==> src/rtl/if_fetch_queue_if.sv <==
// Bus bundles for the fetch queue.
// One for the instruction-memory port and one for the decode port.
interface if_fetch_queue_imem_if #(
    parameter int XLEN = 32
);
    logic            imem_req;
    logic [XLEN-1:0] imem_addr;
    logic [31:0]     imem_rdata;

    modport master (
        output imem_req,
        output imem_addr,
        input  imem_rdata
    );
    modport slave (
        input  imem_req,
        input  imem_addr,
        output imem_rdata
    );
endinterface

interface if_fetch_queue_id_if #(
    parameter int XLEN = 32
);
    logic            id_valid;
    logic            id_ready;
    logic [31:0]     id_instr;
    logic [XLEN-1:0] id_pc;

    modport master (
        output id_valid,
        input  id_ready,
        output id_instr,
        output id_pc
    );
    modport slave (
        input  id_valid,
        output id_ready,
        input  id_instr,
        input  id_pc
    );
endinterface

==> src/rtl/if_fetch_queue.sv <==
// Instruction fetch stage: PC, fixed-latency imem requests,
// DEPTH-entry instruction queue toward decode, redirect flush.
module if_fetch_queue #(
    parameter int              XLEN     = 32,
    parameter int              DEPTH    = 4,
    parameter logic [XLEN-1:0] RESET_PC = '0
) (
    input  logic                       clk,
    input  logic                       rst,
    if_fetch_queue_imem_if.master      imem,
    input  logic                       redirect_valid,
    input  logic [XLEN-1:0]            redirect_pc,
    if_fetch_queue_id_if.master        id,
    output logic [$clog2(DEPTH+1)-1:0] fq_level
);
    localparam int LW = $clog2(DEPTH + 1);
    localparam int PW = (DEPTH > 1) ? $clog2(DEPTH) : 1;
    localparam logic [LW:0] DEPTH_C = (LW + 1)'(DEPTH);

    typedef enum logic {RUN, REDIR} state_t;

    state_t          state;
    logic [XLEN-1:0] pc;
    logic [XLEN-1:0] inflight_pc;
    logic            inflight;
    logic [PW-1:0]   rd_ptr;
    logic [PW-1:0]   wr_ptr;
    logic [LW-1:0]   count;
    logic [31:0]     q_instr [DEPTH];
    logic [XLEN-1:0] q_pc    [DEPTH];
    logic            fetch_en;
    logic            req;
    logic            push;
    logic            pop;
    logic [LW:0]     credit;

    function automatic logic [PW-1:0] nxt(input logic [PW-1:0] p);
        return (p == PW'(DEPTH - 1)) ? '0 : p + PW'(1);
    endfunction

    // REDIR only marks the cycle after a flush; it fetches like RUN.
    always_comb begin
        fetch_en = 1'b0;
        unique case (state)
            RUN:   fetch_en = 1'b1;
            REDIR: fetch_en = 1'b1;
        endcase
    end

    // An in-flight response already holds a reserved slot.
    assign credit = {1'b0, count} + {{LW{1'b0}}, inflight};
    assign req    = !rst && fetch_en && !redirect_valid &&
                    (credit < DEPTH_C);
    assign push   = inflight && !redirect_valid;
    assign pop    = (count != '0) && id.id_ready;

    assign imem.imem_req  = req;
    assign imem.imem_addr = pc;
    assign id.id_valid    = (count != '0);
    assign id.id_instr    = (count != '0) ? q_instr[rd_ptr] : '0;
    assign id.id_pc       = (count != '0) ? q_pc[rd_ptr] : '0;
    assign fq_level       = count;

    always_ff @(posedge clk or posedge rst) begin
        if (rst) begin
            state       <= RUN;
            pc          <= RESET_PC;
            inflight    <= 1'b0;
            inflight_pc <= '0;
            rd_ptr      <= '0;
            wr_ptr      <= '0;
            count       <= '0;
        end else if (redirect_valid) begin
            state    <= REDIR;
            pc       <= redirect_pc & ~XLEN'(3);
            inflight <= 1'b0;
            rd_ptr   <= '0;
            wr_ptr   <= '0;
            count    <= '0;
        end else begin
            state    <= RUN;
            inflight <= req;
            if (req) begin
                inflight_pc <= pc;
                pc          <= pc + XLEN'(4);
            end
            if (push) wr_ptr <= nxt(wr_ptr);
            if (pop)  rd_ptr <= nxt(rd_ptr);
            if (push && !pop)
                count <= count + LW'(1);
            else if (pop && !push)
                count <= count - LW'(1);
        end
    end

    always_ff @(posedge clk) begin
        if (push) begin
            q_instr[wr_ptr] <= imem.imem_rdata;
            q_pc[wr_ptr]    <= inflight_pc;
        end
    end
endmodule

==> src/flat_wrapper.sv <==
// flat-port wrapper written by rule: the top's interface ports become plain ports
module if_fetch_queue_flat 
#(
    parameter int              XLEN     = 32,
    parameter int              DEPTH    = 4,
    parameter logic [XLEN-1:0] RESET_PC = '0
)
  (clk, rst, redirect_valid, redirect_pc, fq_level, imem_imem_req, imem_imem_addr, imem_imem_rdata, id_id_valid, id_id_ready, id_id_instr, id_id_pc);
  if_fetch_queue_imem_if #(.XLEN(XLEN)) imem_i ();
  if_fetch_queue_id_if #(.XLEN(XLEN)) id_i ();
  input  logic clk;
  input  logic rst;
  input  logic redirect_valid;
  input  logic [XLEN-1:0] redirect_pc;
  output logic [$clog2(DEPTH+1)-1:0] fq_level;
  output wire logic [$bits(imem_i.imem_req)-1:0] imem_imem_req;
  output wire logic [$bits(imem_i.imem_addr)-1:0] imem_imem_addr;
  input wire logic [$bits(imem_i.imem_rdata)-1:0] imem_imem_rdata;
  output wire logic [$bits(id_i.id_valid)-1:0] id_id_valid;
  input wire logic [$bits(id_i.id_ready)-1:0] id_id_ready;
  output wire logic [$bits(id_i.id_instr)-1:0] id_id_instr;
  output wire logic [$bits(id_i.id_pc)-1:0] id_id_pc;
  assign imem_imem_req = imem_i.imem_req;
  assign imem_imem_addr = imem_i.imem_addr;
  assign imem_i.imem_rdata = imem_imem_rdata;
  assign id_id_valid = id_i.id_valid;
  assign id_i.id_ready = id_id_ready;
  assign id_id_instr = id_i.id_instr;
  assign id_id_pc = id_i.id_pc;
  if_fetch_queue #(.XLEN(XLEN), .DEPTH(DEPTH), .RESET_PC(RESET_PC)) u_core (.clk(clk), .rst(rst), .imem(imem_i), .redirect_valid(redirect_valid), .redirect_pc(redirect_pc), .id(id_i), .fq_level(fq_level));
endmodule
==> config.mk <==
export PLATFORM = sky130hd
export DESIGN_NAME = if_fetch_queue_flat
export DESIGN_NICKNAME = d
export VERILOG_FILES = /design/src/rtl/if_fetch_queue_if.sv /design/src/rtl/if_fetch_queue.sv /design/src/flat_wrapper.sv
export SDC_FILE = /design/constraint.sdc
export NUM_CORES = 1
export LEC_CHECK = 0
export ABC_AREA = 1
export BUFFER_PORTS_ARGS = -buffer_cell sky130_fd_sc_hd__buf_2
export CORE_UTILIZATION = 58
export DETAILED_ROUTE_END_ITERATION = 6
export GPL_TIMING_DRIVEN = 1
export PLACE_DENSITY = 0.77
export SYNTH_ARGS = -nofsm -noshare
export SYNTH_HDL_FRONTEND = slang
export SYNTH_SLANG_ARGS = --single-unit
export TNS_END_PERCENT = 100
==> constraint.sdc <==
create_clock -name clk -period 5.4 [get_ports clk]
set_input_delay 0.81 -clock clk [delete_from_list [all_inputs] [get_ports clk]]
set_output_delay 0.81 -clock clk [all_outputs]
set_load 0.005 [all_outputs]
* Word level (Yosys, flattened, before mapping)
Memories as Yosys holds them, arrays and structs flattened. Index checks and enable logic that the tools add are counted.
Word-level totals: word-level logic and storage cells 50, memory bits (writable) 256, flip-flop bits (word level) 72, input bits 68, memories 2
Operators by class: reduce and logical (&&, ||, !) cells 16, bitwise operators 1, muxes and demuxes 16, equal/unequal tests 2, order comparisons 1, add/sub/neg operators 6
Memory list:
- u_core.q_instr | words 4, width 32, read ports 1, clocked after Yosys merged registers in 0, write ports 1, line if_fetch_queue.sv:29 | logic [31:0] q_instr [DEPTH];
- u_core.q_pc | words 4, width 32, read ports 1, clocked after Yosys merged registers in 0, write ports 1, line if_fetch_queue.sv:30 | logic [XLEN-1:0] q_pc [DEPTH];
Operators by type and width (number):
- $mux 32 | 4
- $add 32x3->32 const B | 1
- $mux 2 | 6
- $mux 3 | 3
- $logic_and 1x1->1 | 6
- $reduce_bool 2->1 | 3
- $reduce_bool 3->1 | 2
- $add 2x1->2 const B | 2
- $add 3x1->4 | 1
- $eq 2x2->1 const B | 2
- $logic_not 1->1 | 4
- $lt 4x3->1 const B | 1
- $add 3x1->3 const B | 1
- $mux 1 | 3
- $sub 3x1->3 const B | 1
- $reduce_and 2->1 | 1
- $not 1->1 | 1

* Logic depth before layout (Yosys ltp)
depth in word-level cells 7, mapped depth 11

* Least setup slack after synthesis
No wires, ideal clock.
path kind in2reg, from input port redirect_valid, to memory u_core.q_instr[0][0] (enable), library setup time 482 ps, path buffers 1, stages 4, arrival 3816 ps, path slack 1102 ps, path through buf_6 > nor2_1 > inv_1 > nor2_1
On the way: longest elaborated chain between the ends 4
RTL lines:
- from (decl) | line flat_wrapper.sv:13 | input logic redirect_valid;
- $logic_not 1->1 | line if_fetch_queue.sv:54 | assign push = inflight && !redirect_valid;
- $logic_and 1x1->1 | line if_fetch_queue.sv:54
- $mux 1 | line if_fetch_queue.sv:97 | if (push) begin
- $mux 1 (implied by the code) | line if_fetch_queue.sv:98 | q_instr[wr_ptr] <= imem.imem_rdata;
- to (decl) | line if_fetch_queue.sv:29
Every way passes these cells.

* Worst setup path after layout
from register u_core.rd_ptr[0], to output port id_id_pc[13]
On the way: longest elaborated chain between the ends 2
RTL lines:
- from (decl) | line if_fetch_queue.sv:26 | logic [PW-1:0] rd_ptr;
- from (signal assigned) | line if_fetch_queue.sv:88 | if (pop) rd_ptr <= nxt(rd_ptr);
- $mem_v2 4x32
- $mux 32 | line if_fetch_queue.sv:61 | assign id.id_pc = (count != '0) ? q_pc[rd_ptr] : '0;
- to (decl) | line flat_wrapper.sv:22 | output wire logic [$bits(id_i.id_pc)-1:0] id_id_pc;
Every way passes these cells.

==> impl_metrics.ini <==
[outcome]
run_status = complete, no violations

[logic_synthesis]
synthTopCellsByCount = nor2_1 (324), edfxtp_1 (248), nand2_1 (154)
yosys-top-cells-area = edfxtp_1 (55%), dfrtp_1 (13%), nor2_1 (9.0%)
synth_top_area_share = 0.5531
synth_edf_count = 248
yosysSeqAreaShare = 0.6795
synthCells = 1280
yosys.area.top_type = edfxtp_1
yosysMostFrequentCell = nor2_1
async_flop_share = 0.2152
yosys_warnings = 0
syn_area_per_cell_sq_um = 10.52
synth_area_sq_um = 13460
yosys_most_used_dff = edfxtp_1
ys_ff_latch = 316
ys_types = 30

[global_routing]
track_usage = 0.2438
grt-ovfl-total = 0
grt_pass1_wl_um = 45530
antenna_found_initial = 0
grt_pass1_vias = 9038
grt_max_degree = 101

[clocking]
path_clk_slew_ns = 0.06
cts_buffers = 30
hold_buffers = 0
cts_max_level = 1
cts_tree = built
ctsLongestPathBuffers = 3
cts_setup_buffers = 0
clk_latency_ns = 0.55
ctsResizeCount = 0
cts.sinks = 316
root_buffer = clkbuf_16

[placed_design]
dp_hpwl_um = 17490
place_congestion = 0.9497
port-buffer-count = 162
place_area_sq_um = 14440

[sta]
finClkSkew_ns = 0.01042
hold_ws_ns = 0.2801
drv_slew = 0
hold_viol = 0
rsz0062_at_grt = no
timing.fmax_mhz = 261.8
min_period_ns = 3.820
fin_crit_sh = 0.7075
worst_pin_slew_ns = 1.075
slew_headroom = 0.2836
setup_viol = 0
finalSetupTns_ns = 0

[die]
rows = 55
fp.dieW_um = 154.4
ios = 169
start_util = 0.5929
die_area_sq_um = 23830
die_h_um = 154.4
core_sq_um = 22710

[setup_path]
cp-endpoint = id_id_pc[13]
worstSetupStartpointType = flip-flop
rrSetupSlack_ns = 3.12
reg2reg_to = u_core.q_instr[3][22]
cp_data_required_time_ns = 4.59
r2r_cells = 5
slowest_stage = dfrtp_4
critical_path_class = flip-flop to output port
cp-startpoint = u_core.rd_ptr[0]
crit_chain = inv_2, buf_4, o21ai_0, a21oi_1, buf_2
cp_max_fo = 50
worstPathArrival_ns = 3.01
cp-end-kind = output port
rr_startpoint = u_core.inflight
max_stage_delay_ns = 0.62

[routing]
ant_nets = 0
num_vias = 9615
dr.pass1.iters = 5
via_per_inst = 5.555
drc = 0
wl_per_cell_um = 16.91
dr.first_iter.drc_count = 741
wl_um = 29260

[power]
p_total_mw = 7.144
leakage_nw = 6.071
ir_worst_vdd_v = 0.0003454
power-per-cell-area_nw_per_um2 = 463.2

[job]
max-cap-violations = 0

[cells_and_area]
fillers = 1689
n_antenna_cell = 0
design_area_sq_um = 15420
layout-drive-gt1-share = 0.1736
fin_nets = 1497
area_delta_synth_final_pct = 14.56

[worst_hold_path]
hold_class = input pin to async pin
-- where the power goes --
group	total (mW)	internal [mW]	switching (mW)
Sequential	3.26	2.98	0.282
Combinational	1.80	0.643	1.15
Clock	2.09	1.24	0.849
-- metrics by stage --
| step | cells | setup slack (ns) | util |
|---|---|---|---|
| after floorplan | 1283 | 1.102 | - |
| after global placement | 1675 | 2.257 | 0.6356 |
| after detailed placement | 1675 | 2.219 | 0.6356 |
| after CTS | 1731 | 1.606 | 0.6792 |
| after global routing | 1731 | 1.477 | 0.6792 |
| final | 1731 | 1.580 | 0.6792 |
-- final cells by class --
type,count,area [sq um],share of cell area
clock buffer,42,815.8,0.05289
sequential,316,9154,0.5934
inverter,72,272.8,0.01768
tap,285,356.6,0.02312
timing repair buffer,174,925.9,0.06003
clock inverter,14,173.9,0.01128
multi-input combinational,828,3726,0.2416
-- critical path, delay by kind of cell, from the launching register on --
family	cells	cell delay [ns]
buffers and inverters	3	1.25
DFF	1	0.62
AOI/OAI and AO/OA	2	0.54
-- kinds of logic (layout without fill, tap and decap cells) --
logic type / Yosys count / count (layout) / share of synthesized area
AOI/OAI and AO/OA: 226 / 226 / 0.08494
xor gates and xnor gates: 2 / 2 / 0.001301
adders and majority gates: 7 / 7 / 0.007062
buffers and inverters: 139 / 302 / 0.04684
DFF: 316 / 316 / 0.6795
other: 1 / 4 / 0.0002785
and+or+nand+nor: 589 / 589 / 0.1801
-- sequential cells by signal, indices dropped and copies added, names as in the netlist --
signal,cells
u_core.rd_ptr,2
u_core.fq_level,3
u_core.wr_ptr,2
u_core.q_instr,128
u_core.q_pc,120
u_core.inflight,1
u_core.inflight_pc,30
u_core.imem.imem_addr,30
-- cells in the final DEF (no fill, tap or decap), types with 6 or more instances in the layout --
| master | Yosys | routed |
|---|---|---|
| nor2_1 | 324 | 320 |
| edfxtp_1 | 248 | 248 |
| buf_2 | 14 | 162 |
| nand2_1 | 154 | 154 |
| o21ai_0 | 152 | 152 |
| nand3_1 | 73 | 73 |
| dfrtp_1 | 68 | 66 |
| inv_1 | 66 | 65 |
| a21oi_1 | 64 | 64 |
| clkbuf_16 | 0 | 30 |
| nor2_2 | 16 | 16 |
| clkbuf_1 | 30 | 10 |
| buf_4 | 14 | 10 |
| nand4_1 | 9 | 9 |
| nor2_4 | 4 | 8 |
| clkinv_1 | 1 | 7 |
| ha_1 | 6 | 6 |
-- metal layers --
metal  global-route usage  share of wire  vias to the layer above
li1                     -              -                     4624
met1               0.3280           0.42                     4564
met2               0.4188           0.49                      374
met3              0.03110          0.068                       53
met4              0.07308          0.022                        0
met5                    0              0                        -
-- how the worst min path moves through the flow --
stage                                start  slack [ns]                         to
floorplan           u_core.inflight_pc[10]        0.48         u_core.q_pc[0][10]
global placement     u_core.inflight_pc[4]        0.49          u_core.q_pc[2][4]
detailed placement  u_core.inflight_pc[12]        0.50         u_core.q_pc[3][12]
CTS                                    rst        0.26  u_core.imem.imem_addr[12]
global route                           rst        0.29  u_core.imem.imem_addr[12]
finish                                 rst        0.28  u_core.imem.imem_addr[16]
No activity file was read; power rests on OpenSTA's default activity.
